### config.mk
export PLATFORM = sky130hd
export DESIGN_NAME = shrimp_instruction_fetch
export DESIGN_NICKNAME = d
export VERILOG_FILES = /design/src/rtl/shrimp_pkg.sv /design/src/rtl/shrimp_fetch_buffer.sv /design/src/rtl/shrimp_instruction_fetch.sv
export SDC_FILE = /design/constraint.sdc
export NUM_CORES = 1
export LEC_CHECK = 0
export ABC_AREA = 1
export CELL_PAD_IN_SITES_DETAIL_PLACEMENT = 2
export CELL_PAD_IN_SITES_GLOBAL_PLACEMENT = 2
export CORE_ASPECT_RATIO = 0.8
export CORE_MARGIN = 5
export CORE_UTILIZATION = 28
export CTS_BUF_LIST = sky130_fd_sc_hd__clkbuf_16
export DETAILED_ROUTE_END_ITERATION = 8
export HOLD_SLACK_MARGIN = 0.1
export PLACE_DENSITY_LB_ADDON = 0.12
export SLEW_MARGIN = 20
export SYNTH_ARGS = -nofsm -noshare
export SYNTH_HDL_FRONTEND = slang
export SYNTH_SLANG_ARGS = --single-unit
### constraint.sdc
create_clock -name clock -period 2 [get_ports clock]
set_clock_uncertainty 0.2 [all_clocks]
set_input_delay 0.2 -clock clock [delete_from_list [all_inputs] [get_ports clock]]
set_output_delay 0.2 -clock clock [all_outputs]
set_load 0.005 [all_outputs]
### src/rtl/shrimp_pkg.sv
// Shared types and constants for the SHRIMP instruction fetch slice.
package shrimp_pkg;

  localparam int FETCH_DEPTH = 2;

  typedef logic [15:0] addr_t;
  typedef logic [15:0] instr_t;
  typedef logic [1:0]  count_t;

  typedef enum logic [1:0] {
    IDLE,
    REQ,
    DISCARD
  } fetch_state_t;

  function automatic addr_t word_align(input addr_t a);
    return {a[15:1], 1'b0};
  endfunction

endpackage

### src/rtl/shrimp_fetch_buffer.sv
// Two-entry FIFO holding fetched instructions and their addresses.
module shrimp_fetch_buffer
  import shrimp_pkg::*;
(
  input  logic   clock,
  input  logic   reset,
  input  logic   push,
  input  logic   pop,
  input  logic   flush,
  input  addr_t  push_addr,
  input  instr_t push_data,
  output count_t count,
  output instr_t head_data,
  output addr_t  head_addr
);

  instr_t data_q [FETCH_DEPTH];
  instr_t data_d [FETCH_DEPTH];
  addr_t  addr_q [FETCH_DEPTH];
  addr_t  addr_d [FETCH_DEPTH];
  logic   rd_ptr_q, rd_ptr_d;
  logic   wr_ptr_q, wr_ptr_d;
  count_t count_q, count_d;
  logic   do_push, do_pop;

  always_comb begin
    data_d   = data_q;
    addr_d   = addr_q;
    rd_ptr_d = rd_ptr_q;
    wr_ptr_d = wr_ptr_q;
    count_d  = count_q;
    do_pop   = pop & (count_q != 2'd0);
    do_push  = push & ((count_q < count_t'(FETCH_DEPTH)) | do_pop);

    // Flush only resets the pointers; stale storage is unreachable once empty.
    if (flush) begin
      rd_ptr_d = 1'b0;
      wr_ptr_d = 1'b0;
      count_d  = 2'd0;
    end else begin
      if (do_push) begin
        data_d[wr_ptr_q] = push_data;
        addr_d[wr_ptr_q] = push_addr;
        wr_ptr_d         = ~wr_ptr_q;
      end
      if (do_pop) begin
        rd_ptr_d = ~rd_ptr_q;
      end
      count_d = count_q + count_t'(do_push) - count_t'(do_pop);
    end
  end

  always_ff @(posedge clock) begin
    if (reset) begin
      for (int i = 0; i < FETCH_DEPTH; i++) begin
        data_q[i] <= '0;
        addr_q[i] <= '0;
      end
      rd_ptr_q <= 1'b0;
      wr_ptr_q <= 1'b0;
      count_q  <= '0;
    end else begin
      data_q   <= data_d;
      addr_q   <= addr_d;
      rd_ptr_q <= rd_ptr_d;
      wr_ptr_q <= wr_ptr_d;
      count_q  <= count_d;
    end
  end

  assign count     = count_q;
  assign head_data = data_q[rd_ptr_q];
  assign head_addr = addr_q[rd_ptr_q];

endmodule

### src/rtl/shrimp_instruction_fetch.sv
// Instruction fetch: issues word-aligned memory reads, buffers results, handles redirects.
module shrimp_instruction_fetch
  import shrimp_pkg::*;
(
  input  logic   clock,
  input  logic   reset,
  input  addr_t  instruction_address,
  input  logic   jump,
  output logic   fetch_next,
  output logic   mem_req,
  output addr_t  mem_addr,
  input  logic   mem_ack,
  input  instr_t mem_rdata,
  output instr_t instr,
  output addr_t  instr_addr,
  output logic   instr_valid,
  input  logic   instr_ready
);

  fetch_state_t state_q, state_d;
  addr_t        hold_addr_q, hold_addr_d;
  addr_t        pc_addr;
  count_t       count, count_after;
  logic         req_active, handshake, push, pop, space;

  always_comb begin
    state_d     = state_q;
    hold_addr_d = hold_addr_q;
    pc_addr     = word_align(instruction_address);
    req_active  = (state_q != IDLE);
    handshake   = req_active & mem_ack;
    push        = handshake & (state_q == REQ) & ~jump & ~reset;
    pop         = instr_valid & instr_ready;

    if (jump) begin
      count_after = 2'd0;
    end else begin
      count_after = count + count_t'(push) - count_t'(pop);
    end
    space = (count_after < count_t'(FETCH_DEPTH));

    case (state_q)
      IDLE: begin
        if (space) state_d = REQ;
      end
      REQ: begin
        if (jump) begin
          if (mem_ack) begin
            state_d = REQ;
          end else begin
            // The counter moves to the target now; keep presenting the old address.
            state_d     = DISCARD;
            hold_addr_d = pc_addr;
          end
        end else if (mem_ack) begin
          state_d = space ? REQ : IDLE;
        end
      end
      DISCARD: begin
        if (mem_ack) state_d = REQ;
      end
      default: state_d = IDLE;
    endcase
  end

  always_ff @(posedge clock) begin
    if (reset) begin
      state_q     <= IDLE;
      hold_addr_q <= '0;
    end else begin
      state_q     <= state_d;
      hold_addr_q <= hold_addr_d;
    end
  end

  assign mem_req     = req_active & ~reset;
  assign mem_addr    = (state_q == DISCARD) ? hold_addr_q : pc_addr;
  assign fetch_next  = push;
  assign instr_valid = (count != 2'd0);

  shrimp_fetch_buffer u_buffer (
    .clock     (clock),
    .reset     (reset),
    .push      (push),
    .pop       (pop),
    .flush     (jump),
    .push_addr (pc_addr),
    .push_data (mem_rdata),
    .count     (count),
    .head_data (instr),
    .head_addr (instr_addr)
  );

endmodule

After elaboration in Yosys (flattened, before gate mapping) --
Index checks and enable logic that the tools add are counted.
Storage, ports and cells: logic and storage cells 66, flip-flop bits (word level) 85, output and inout bits 51
Operators by class: reductions and logical operators 8, order comparisons 5, add/subtract/negate cells 4, bitwise gates (word level) 16, equality and inequality tests 5, muxes and demuxes 19
Operators with widths (count):
- $mux 16 | 8
- $bwmux 32 | 2
- $demux 16 s1 | 1
- $mux 2 | 6
- $and 1x1->1 | 8
- $pmux 2 s3 | 1
- $reduce_and 3->1 | 2
- $not 1->1 | 5
- $add 2x1->2 | 2
- $ge 2x2->1 const B | 2
- $lt 2x2->1 const B | 2
- $ne 2x2->1 const B | 2
- $not 1->2 | 2
- $reduce_bool 2->1 | 2
- $sub 2x1->2 | 2
- $ne 3x3->1 const B | 1
- $eq 2x1->1 const B | 1
- $eq 2x2->1 const B | 1
- $logic_not 2->1 | 1
- $lt 2x1->1 const B | 1
- $reduce_and 2->1 | 1
- $reduce_or 2->1 | 1
- $logic_and 1x1->1 | 1
- $mux 1 | 1
- $or 1x1->1 | 1

Longest topological paths before layout --
Gate-level depths: netlist of the first run.
depth after elaboration 13, depth in mapped cells 13, mapped depth without buffers 13

Cells and area by module --
From an unflattened synthesis of the first run, not the netlist that was laid out.
Unflattened totals: cells, all modules 728, area, all modules 4524.3 µm²
Modules (own cells, without submodules):
- shrimp_fetch_buffer | area an instance 3567.2 µm², cells each 573, times used 1
- shrimp_instruction_fetch | area an instance 957.2 µm², cells each 155, times used 1

Least setup slack after synthesis of the first run --
Ideal clock, no wire load.
kind flip-flop to flip-flop, from register u_buffer.count_q[1], in the netlist u_buffer.count[1], to register state_q[0], arrival time 1.490 ns, path slack 0.177 ns, stages on the path, launching flop included 13, library setup time 0.132 ns, clock period less this slack 1.823 ns, buffers on the path 0, cell sequence dfxtp_1 or2_1 nand2_1 inv_1 ha_1 xnor2_1 nand3_1 nand2_1 nand2_1 nand2_1 nand2_1 nand2_1 a21oi_1
On the way: cells in the longest elaborated chain, start to end 9
Ends and longest elaborated chain:
- start, declared | line shrimp_fetch_buffer.sv:23 | count_t count_q, count_d;
- start signal, assigned | line shrimp_fetch_buffer.sv:67 | count_q <= count_d;
- $reduce_bool 2->1 (*) | line shrimp_instruction_fetch.sv:79 | assign instr_valid = (count != 2'd0);
- net instr_valid | line shrimp_instruction_fetch.sv:16 | output logic instr_valid,
- $and 1x1->1 (*) | line shrimp_instruction_fetch.sv:33 | pop = instr_valid & instr_ready;
- $sub 2x1->2 (*) | line shrimp_instruction_fetch.sv:38 | count_after = count + count_t'(push) - count_t'(pop);
- $mux 2 (*) | line shrimp_instruction_fetch.sv:35 | if (jump) begin
- $lt 2x2->1 (*) | line shrimp_instruction_fetch.sv:40 | space = (count_after < count_t'(FETCH_DEPTH));
- $mux 1 | line shrimp_instruction_fetch.sv:56 | state_d = space ? REQ : IDLE;
- $mux 2 | line shrimp_instruction_fetch.sv:55 | end else if (mem_ack) begin
- $mux 2 | line shrimp_instruction_fetch.sv:47 | if (jump) begin
- $pmux 2 s3 | line shrimp_instruction_fetch.sv:42 | case (state_q)
- end signal, assigned | line shrimp_instruction_fetch.sv:71 | state_q <= state_d;
- end, declared | line shrimp_instruction_fetch.sv:20 | fetch_state_t state_q, state_d;
Mark *: on every way through the listed nets, which the timed path passes. The rest lies on a longest branch. The select of a mux whose other input is x is not followed. A chain may end at the register's enable or synchronous reset.

Worst setup path in the final report of the first run --
from register u_buffer.rd_ptr_q, to output instr_addr[12]
On the way: cells in the longest elaborated chain, start to end 4
Ends and longest elaborated chain:
- start, declared | line shrimp_fetch_buffer.sv:21 | logic rd_ptr_q, rd_ptr_d;
- start signal, assigned | line shrimp_fetch_buffer.sv:65 | rd_ptr_q <= rd_ptr_d;
- $not 1->2 (not written as such) | line shrimp_fetch_buffer.sv:73 | assign head_addr = addr_q[rd_ptr_q];
- $mux 16 (not written as such) (3 in series) | line shrimp_fetch_buffer.sv:73
- end, declared | line shrimp_instruction_fetch.sv:15 | output addr_t instr_addr,
No other way between the ends. The select of a mux whose other input is x is not followed.

==> impl_results.md, run 1 <==
* Root Driver: clkbuf_16
* Met2 routed WL at 6.38 mm
* Die X at 141 microns
* Area growth, synth to finish at 43.4%
* DR vias/cell at 4.67
* Comb pwr share at 11.4%
* Final Cycle Share at 97.4%
* CP Class: flip-flop to output port
* Outcome: completed
* Initial antenna violation count at 0
* Clock power frac at 44.3%
* Min-delay worst type: primary input to flip-flop
* Final setup fails at 0
* Die Area at 16200 sq um
* # DRC at 0
* Most common cell after layout, fill and taps aside: nand2_1
* CTS tree: yes
* Sw Ratio at 25.3%
* Number of global-route vias before repair at 4048
* GPL Wtd Cong at 0.722
* Clock Pin Slew Worst Setup and Hold Paths at 0.06 ns
* Min-Delay Path Depth at 5
* Syn. warnings at 0
* Largest net degree at the start of global routing at 73
* Drt pass-1 iters at 4
* Final Hold Viols at 0
* Yosys reg bits at 83
* Avg Synthesized Cell Area at 7.48 sq um
* Leak at 2.30 nW
* Vias after detailed routing at 3775
* Worst Setup Start Kind: flip-flop
* Chip height at 115 microns
* Post-synthesis sequential area ratio at 43.1%
* Port-buffer cells at 84
* Rows at 38
* Unrepaired setup endpoints after global routing: yes
* Int Power at 2.88 mW
* DR top layer: met4
* Tot GR Track Use at 17.0%
* Initial Utilization at 28.5%
* Post-DP HPWL at 9.01 mm
* Worst-path fanout max at 13
* R2R depth at 10
* Clock buffer depth at 2
* # H-tree levels at 3
* Slowest CP cell: dfxtp_4
* Mapped Area at 3860 sq um
* Clk_lat worst skew at 0.34 ns
* Cells along the critical path: bufbuf_16 > o21ai_1 > dlygate4sd2_1
* Hold wc startpoint: reset
* Peak supply drop at 0.520 mV
* Seq pwr share at 44.2%
* Overall power at 3.85 mW
* PD cells at 696 nW/um^2
* Worst-margin pin slew at 1.00 ns
* Final min period at 1.95 ns
* Max Freq at 513 MHz
* Iter 0 DRT Violations at 148
* Maxcap violations at 0
* Core ar. at 13600 sq um
* M1 wire length at 6.64 mm
* Commonest non-fill, non-tap cells in the layout: nand2_1 (173), dfxtp_1 (79), a21oi_1 (50)
* CP bufs+invs at 2
* Setup TNS at 0 ns
* CP top delay family: buffers and inverters
* # clock sinks at 83
* Worst EP required at 1.60 ns
* # IOs at 88
* Final global-route overflow total at 0
* Ant. Diodes at 0
* DR WL/cell at 16.9 microns
* Max-slew violations at 0
* # nets final at 663
* Worst path depth at 3
* Cells after Synth at 516
* CP Launch Point: u_buffer.rd_ptr_q
* Net Switching at 973 uW
* First-pass GRT wire length at 21.7 mm
* WL met3 at 422 microns
* Layout cell share with drive strength beyond 1 at 19.9%
* Detailed Route WL at 13.7 mm
* Arr. time, crit path at 1.55 ns
* Crit end category: output port
* Highest cell delay on the worst timing path at 0.38 ns
* R2R Path Start: u_buffer.count[1]
* CTS Buf Count at 9
* Antenna Nets Post-Route at 0
* Netlist cell types at 22
* Fill count at 1544
* Rel. slew slack at 33.2%
[Yosys cell counts]
cell | instances | area [sq um]
nand2_2 | 2 | 12.5
or2_1 | 1 | 6.26
xnor2_1 | 1 | 8.76
nand2_4 | 2 | 22.5
nand2_1 | 181 | 679
a21oi_1 | 51 | 255
clkbuf_1 | 18 | 67.6
inv_2 | 4 | 15.0
nor2_4 | 2 | 22.5
conb_1 | 1 | 3.75
inv_1 | 44 | 165
dfxtp_1 | 83 | 1660
a211oi_2 | 31 | 388
nor2_8 | 1 | 20.0
nor2_1 | 37 | 139
ha_1 | 2 | 25.0
buf_4 | 3 | 22.5
o21ai_0 | 34 | 170
nor2_2 | 1 | 6.26
nand3_1 | 3 | 15.0
buf_6 | 13 | 146
nand4_1 | 1 | 6.26
[layer usage]
| metal | global-route usage (%) | vias up |
|---|---|---|
| met4 | 4.84 | 0 |
| met2 | 28.0 | 64 |
| met3 | 3.53 | 17 |
| li1 | - | 1855 |
| met5 | 0 | - |
| met1 | 22.8 | 1839 |
[final timing paths]
path	endpoint	slack [ns]
min	u_buffer.wr_ptr_q	0.15
max	instr_addr[12]	0.05
min reg2reg	u_buffer.data_q[7]	0.26
max reg2reg	u_buffer.count[1]	0.08
[repair_timing]
item                       CTS  global route
pin swaps                    1             5
cloned                       2             1
setup endpoints to repair   42            17
hold endpoints to repair     7             0
buffers inserted             4             8
hold buffers                 1             0
resized for setup           76            26
[layout make-up]
| type | count | area (sq um) | area share, % |
|---|---|---|---|
| flip-flops and latches | 83 | 1670 | 30.2 |
| multi-input cells | 352 | 1830 | 33.1 |
| inverters | 48 | 180 | 3.26 |
| clock inverters | 7 | 76.3 | 1.38 |
| well taps | 180 | 225 | 4.07 |
| repair buffers | 130 | 1320 | 23.9 |
| clock buffers | 9 | 225 | 4.07 |
[sequential cells by signal, summed over array words and instances, names as in the netlist]
name	cells
hold_addr_q	15
state_q	2
u_buffer.addr_q	30
u_buffer.count	2
u_buffer.data_q	32
u_buffer.rd_ptr_q	1
u_buffer.wr_ptr_q	1
[logic make-up after synthesis]
logic type | count (synthesis) | share of synthesized area (%)
AND/OR/NAND/NOR | 231 | 24.1
AO/OA/AOI/OAI | 116 | 21.1
buffers and inverters | 82 | 10.8
XOR/XNOR | 1 | 0.227
other | 1 | 0.0972
adder cells (fa/ha/maj) | 2 | 0.648
flip-flops | 83 | 43.1
[metrics by stage]
| step | std cells | cell area [sq um] | hold slack (ns) | util (%) | setup slack [ns] |
|---|---|---|---|---|---|
| after floorplan | 517 | 3860 | 0.143 | - | 0.177 |
| after global placement | 777 | 4990 | 0.248 | 36.8 | -0.0212 |
| after detailed placement | 777 | 4990 | 0.255 | 36.8 | -0.108 |
| after CTS | 800 | 5400 | 0.148 | 39.9 | 0.000524 |
| after global routing | 809 | 5530 | 0.171 | 40.8 | -0.0491 |
| final | 809 | 5530 | 0.149 | 40.8 | 0.0517 |
[power groups by stage]
stage               Sequential [mW]  Clock [mW]  Combinational, mW
floorplan                      1.74           0              0.183
global placement               1.74           0              0.436
detailed placement             1.74           0              0.446
CTS                            1.70        1.75              0.440
global route                   1.71        1.82              0.484
finish                         1.70        1.71              0.440
[worst min-delay path, delay by kind of cell]
| family | cells | cell delay [ns] |
|---|---|---|
| and+or+nand+nor | 1 | 0.05 |
| buffers and inverters | 3 | 0.35 |
| AOI/OAI and AO/OA | 1 | 0.04 |
(Power assumes the default switching activity.)
==> run 2, diff against run 1 <==
PLACE_DENSITY = 0.81   (was default)
PLACE_DENSITY_LB_ADDON = default   (was 0.12)
==> run 2 against run 1 <==
  * Sequential cell count did not move
  * Critical path depth rose by 1
  * Maximum frequency fell by 0.38%
  * Cell count fell by 0.62%
  * Die area did not move
  * Register-to-register slack barely moved
  * Final area fell by 2.4%
  * Highest routed layer unchanged
  * Largest power group is now registers
==> impl_results.md, run 2 (synthesized netlist as in run 1, its figures left out) <==
* Die X at 141 microns
* # DRC at 0
* Cts hold-fix bufs at 0
* Fill count at 1525
* Area growth, synth to finish at 40.0%
* Port-buffer cells at 84
* GPL Wtd Cong at 0.727
* Unrepaired setup endpoints after global routing: yes
* CTS Buf Count at 9
* Outcome: completed
* Arr. time, crit path at 1.56 ns
* Largest net degree at the start of global routing at 80
* Clk_lat worst skew at 0.34 ns
* Most flop-heavy register: u_buffer.data_q
* # nets final at 659
* Final Hold Viols at 0
* Crit end category: output port
* # clock sinks at 83
* Sequential cell area at 1670 sq um
* Seq pwr share at 45.7%
* Ant. Diodes at 0
* Tot GR Track Use at 17.0%
* Rows at 38
* Maxcap violations at 0
* Vias after detailed routing at 3751
* Worst Setup Start Kind: flip-flop
* Max Freq at 511 MHz
* Peak supply drop at 0.445 mV
* Worst-margin pin slew at 1.03 ns
* Overall power at 3.73 mW
* Min-delay worst type: primary input to flip-flop
* CP Class: flip-flop to output port
* Root Driver: clkbuf_16
* PD cells at 691 nW/um^2
* Final Cycle Share at 97.8%
* Setup TNS at 0 ns
* Multi-input gate area at 1840 sq um
* # IOs at 88
* Initial antenna violation count at 0
* Placed insts at 774
* # H-tree levels at 3
* Layout cell share with drive strength beyond 1 at 18.9%
* CTS tree: yes
* Max-slew violations at 0
* Comb pwr share at 11.5%
* Number of global-route vias before repair at 4160
* Worst-path fanout max at 18
* Clock Pin Slew Worst Setup and Hold Paths at 0.06 ns
* Sw Ratio at 24.0%
* Final setup fails at 0
* Iter 0 DRT Violations at 114
* Drt pass-1 iters at 4
* Post-DP HPWL at 9.27 mm
* Net Switching at 895 uW
* Clock buffer depth at 2
* Final min period at 1.96 ns
* Int Power at 2.84 mW
* Clock power frac at 42.7%
* Post-layout util at 39.9%
* Detailed Route WL at 13.9 mm
* Initial Utilization at 28.5%
* First-pass GRT wire length at 21.8 mm
* Leak at 2.22 nW
* Post-Layout Cell Count at 804
* Antenna Nets Post-Route at 0
* Hold slack at 0.146 ns
* Worst EP required at 1.60 ns
* Largest regs: u_buffer.data_q x32, u_buffer.addr_q x30, hold_addr_q x15
* Final global-route overflow total at 0
* Chip height at 115 microns
* DR WL/cell at 17.3 microns
* DR vias/cell at 4.67
* Commonest non-fill, non-tap cells in the layout: nand2_1 (178), dfxtp_1 (78), a21oi_1 (50)
* Rel. slew slack at 31.6%
* Die Area at 16200 sq um
* Max reg flops at 32
* Core ar. at 13600 sq um
* Most common cell after layout, fill and taps aside: nand2_1
run 2: worst paths after layout:
path                 startpoint                 end  slack (ns)  cells past startpoint
max reg2reg   u_buffer.count[1]          state_q[0]        0.08                     13
min                       reset   u_buffer.rd_ptr_q        0.15                      5
min reg2reg  u_buffer.addr_q[8]  u_buffer.addr_q[8]        0.26                      2
max           u_buffer.rd_ptr_q      instr_addr[11]        0.04                      4
run 2: final cells by class:
type,instances,share of cell area [%]
inverter,48,3.43
sequential,83,30.9
tap,180,4.17
timing repair buffer,126,22.4
clock buffer,9,4.17
multi-input combinational,352,34.0
clock inverter,6,0.950
run 2: power by group through the flow:
stage,clock network [mW],logic (mW),registers (mW)
after floorplan,0,0.183,1.74
after global placement,0,0.429,1.74
after detailed placement,0,0.441,1.74
after CTS,1.64,0.431,1.71
after global routing,1.72,0.472,1.71
final,1.59,0.431,1.71
run 2: timing repair:
action                                  4_1_cts  5_1_grt
resized for setup                            75       22
buffers inserted                              6        6
pin swaps                                     8        8
endpoints found under the setup margin       47       19
cloned                                        1        2
run 2: critical path, stage by stage, from the launching register on:
cell and delay [ns]:
dfxtp_4 0.37, buf_4 0.16, clkbuf_16 0.18, o21ai_0 0.23, dlygate4sd2_1 0.29
run 2: per-layer routing:
metal | GRT usage (%) | part of all wire [%] | routed length, microns
met1 | 20.0 | 45 | 6200
met2 | 31.5 | 52 | 7180
met3 | 3.95 | 2.7 | 369
met4 | 3.94 | 1.1 | 154
met5 | 0 | 0 | 0
run 2: metrics by stage:
| stage | cell area [sq um] | setup slack, ns |
|---|---|---|
| 6_report | 5400 | 0.0442 |
| 5_1_grt | 5400 | -0.0537 |
| 4_1_cts | 5290 | -0.0667 |
| 3_5_place_dp | 4940 | -0.184 |
| 3_3_place_gp | 4940 | -0.0785 |
| 2_1_floorplan | 3860 | 0.177 |
==> run 3, diff against run 2 <==
SETUP_SLACK_MARGIN = 0.4   (was default)
==> run 3 against run 2 <==
  * The run now ends with setup timing left
  * Sequential share of layout area fell by 7.5 points
  * Critical path depth rose by 7
  * Hold slack worse by 0.015 ns
  * Final area increased by 32%
  * Clock power increased by 12%
  * Combinational power is 44% higher
  * Cell count rose by 6.1%
  * Critical path type is now flip-flop to flip-flop
  * Highest routed layer unchanged
==> impl_results.md, run 3 (synthesized netlist as in run 1, its figures left out) <==
* # IOs at 88
* Post-layout util at 52.6%
* Reg-to-reg slack, setup at -0.04 ns
* Most common cell after layout, fill and taps aside: nand2_1
* Root Driver: clkbuf_16
* Max-slew violations at 0
* Highest cell delay on the worst timing path at 0.34 ns
* DR WL/cell at 30.5 microns
* GPL Wtd Cong at 0.736
* CTS Buf Count at 9
* Vias after detailed routing at 4526
* Slowest CP cell: dfxtp_2
* Crit end category: flip-flop
* Largest regs: u_buffer.data_q x32, u_buffer.addr_q x30, hold_addr_q x15
* First-pass GRT wire length at 34.6 mm
* Endpoint, Worst Hold: u_buffer.count[1]
* Die Area at 16200 sq um
* R2R Path Start: state_q[1]
* Unrepaired setup endpoints after global routing: yes
* Worst-path fanout max at 6
* Post-DP HPWL at 9.35 mm
* Largest net degree at the start of global routing at 75
* Tot GR Track Use at 29.3%
* CP top delay family: buffers and inverters
* Arr. time, crit path at 2.10 ns
* Worst path depth at 11
* DR vias/cell at 5.31
* Worst Setup Start Kind: flip-flop
* Final Cycle Share at 102%
* Max Freq at 489 MHz
* R2R depth at 11
* Clock Pin Slew Worst Setup and Hold Paths at 0.07 ns
* CP Class: flip-flop to flip-flop
* Failing checks: setup timing
* Final setup fails at 3
* Rows at 38
* Initial antenna violation count at 1
* Die X at 141 microns
* Number of global-route vias before repair at 5185
* Outcome: finished with violations
* PD cells at 578 nW/um^2
* Clock buffer depth at 2
* Worst-margin pin slew at 1.15 ns
* R2R Path End: u_buffer.addr_q[2]
* Iter 0 DRT Violations at 325
* Min-Delay Path Depth at 5
* Setup TNS at -0.125 ns
* Antenna Nets Post-Route at 0
* Leak at 3.16 nW
* Clk_lat worst skew at 0.36 ns
* Max reg flops at 32
* Rel. slew slack at 23.3%
* # DRC at 0
* Final min period at 2.04 ns
* Area growth, synth to finish at 84.7%
* Drt pass-1 iters at 4
* Final global-route overflow total at 0
* Maxcap violations at 0
* Cells along the critical path: inv_4 > buf_6 > nand2_4 > nor2_4 > buf_6 > nand2_8 > nor2_4 > buf_12 > buf_12 > nand2_1 > a21oi_1
* # clock sinks at 83
* CP bufs+invs at 5
* # H-tree levels at 3
* Initial Utilization at 28.5%
* Most flop-heavy register: u_buffer.data_q
* Final setup margin at -0.0444 ns
* Core ar. at 13600 sq um
* Min-delay worst type: primary input to flip-flop
* Worst EP required at 2.06 ns
* Final Hold Viols at 0
* # nets final at 706
* CTS tree: yes
* Layout cell share with drive strength beyond 1 at 55.4%
* Port-buffer cells at 84
* Hold wc startpoint: reset
* Peak supply drop at 0.602 mV
* Detailed Route WL at 26.1 mm
* Commonest non-fill, non-tap cells in the layout: nand2_1 (94), dfxtp_1 (79), nand2_4 (44)
* Chip height at 115 microns
* Fill count at 1400
run 3: changes by cell type in the layout (fill, tap and decap cells not counted), sizes merged, moves of 3 or more:
cell	previous run	this run
clkdlybuf4s50	40	33
clkbuf	14	9
buf	42	135
dlymetal6s2s	4	0
dlygate4sd2	33	1
inv	51	47
clkinvlp	0	3
run 3: metal layers:
layer / routed length, microns / vias up / GRT usage, %
met5: 0 / - / 0
met4: 1270 / 0 / 13.0
met3: 1240 / 72 / 7.19
met2: 13300 / 173 / 51.8
met1: 10200 / 2322 / 33.8
li1: - / 1959 / -
run 3: worst max path at each step:
| stage | startpoint | endpoint | slack [ns] |
|---|---|---|---|
| after floorplan | u_buffer.count[1] | state_q[0] | 0.24 |
| after CTS | state_q[1] | mem_addr[2] | 0.10 |
| final | state_q[1] | u_buffer.addr_q[2] | -0.04 |
| after detailed placement | jump | u_buffer.data_q[2] | -0.12 |
| after global placement | jump | u_buffer.data_q[19] | -0.03 |
| after global routing | state_q[1] | u_buffer.data_q[10] | -0.11 |
run 3: what timing repair did:
action                     in CTS  in global routing
gates resized for setup       437                117
pin swaps                      51                 20
hold endpoints to repair        5                  0
hold buffers                    1                  0
setup endpoints to repair     117                130
buffers inserted               39                  3
gates cloned                   21                  0
run 3: area by class of cell:
type,count,area (sq um),share of cell area [%]
clock inverters,7,68.8,0.966
diodes,1,2.50,0.0351
flip-flops and latches,83,1670,23.5
multi-input cells,353,2720,38.1
well taps,180,225,3.16
clock buffers,9,225,3.16
inverters,48,210,2.95
repair buffers,172,2010,28.1
run 3: power by group:
group | total (mW) | switching [mW] | internal, mW
logic | 0.621 | 0.351 | 0.270
registers | 1.71 | 0.0262 | 1.69
clock network | 1.78 | 0.821 | 0.963
total | 4.12 | 1.20 | 2.92
run 3: metrics by stage:
| stage | power (mW) | worst slack [ns] | instance area [sq um] | hold slack [ns] | cells |
|---|---|---|---|---|---|
| 2_1_floorplan | 1.92 | 0.237 | 3900 | 0.143 | 517 |
| 3_3_place_gp | 2.17 | -0.0315 | 5000 | 0.245 | 772 |
| 3_5_place_dp | 2.18 | -0.121 | 5000 | 0.256 | 772 |
| 4_1_cts | 3.96 | 0.102 | 6720 | 0.138 | 849 |
| 5_1_grt | 4.22 | -0.108 | 7130 | 0.126 | 853 |
| 6_report | 4.12 | -0.0444 | 7130 | 0.132 | 853 |
run 3: worst register-to-register path: cells and delay by family (launching register included):
kind / cells / cell delay, ns
AOI/OAI and AO/OA: 1 / 0.26
and+or+nand+nor: 5 / 0.50
buffers and inverters: 5 / 0.63
DFF: 1 / 0.34
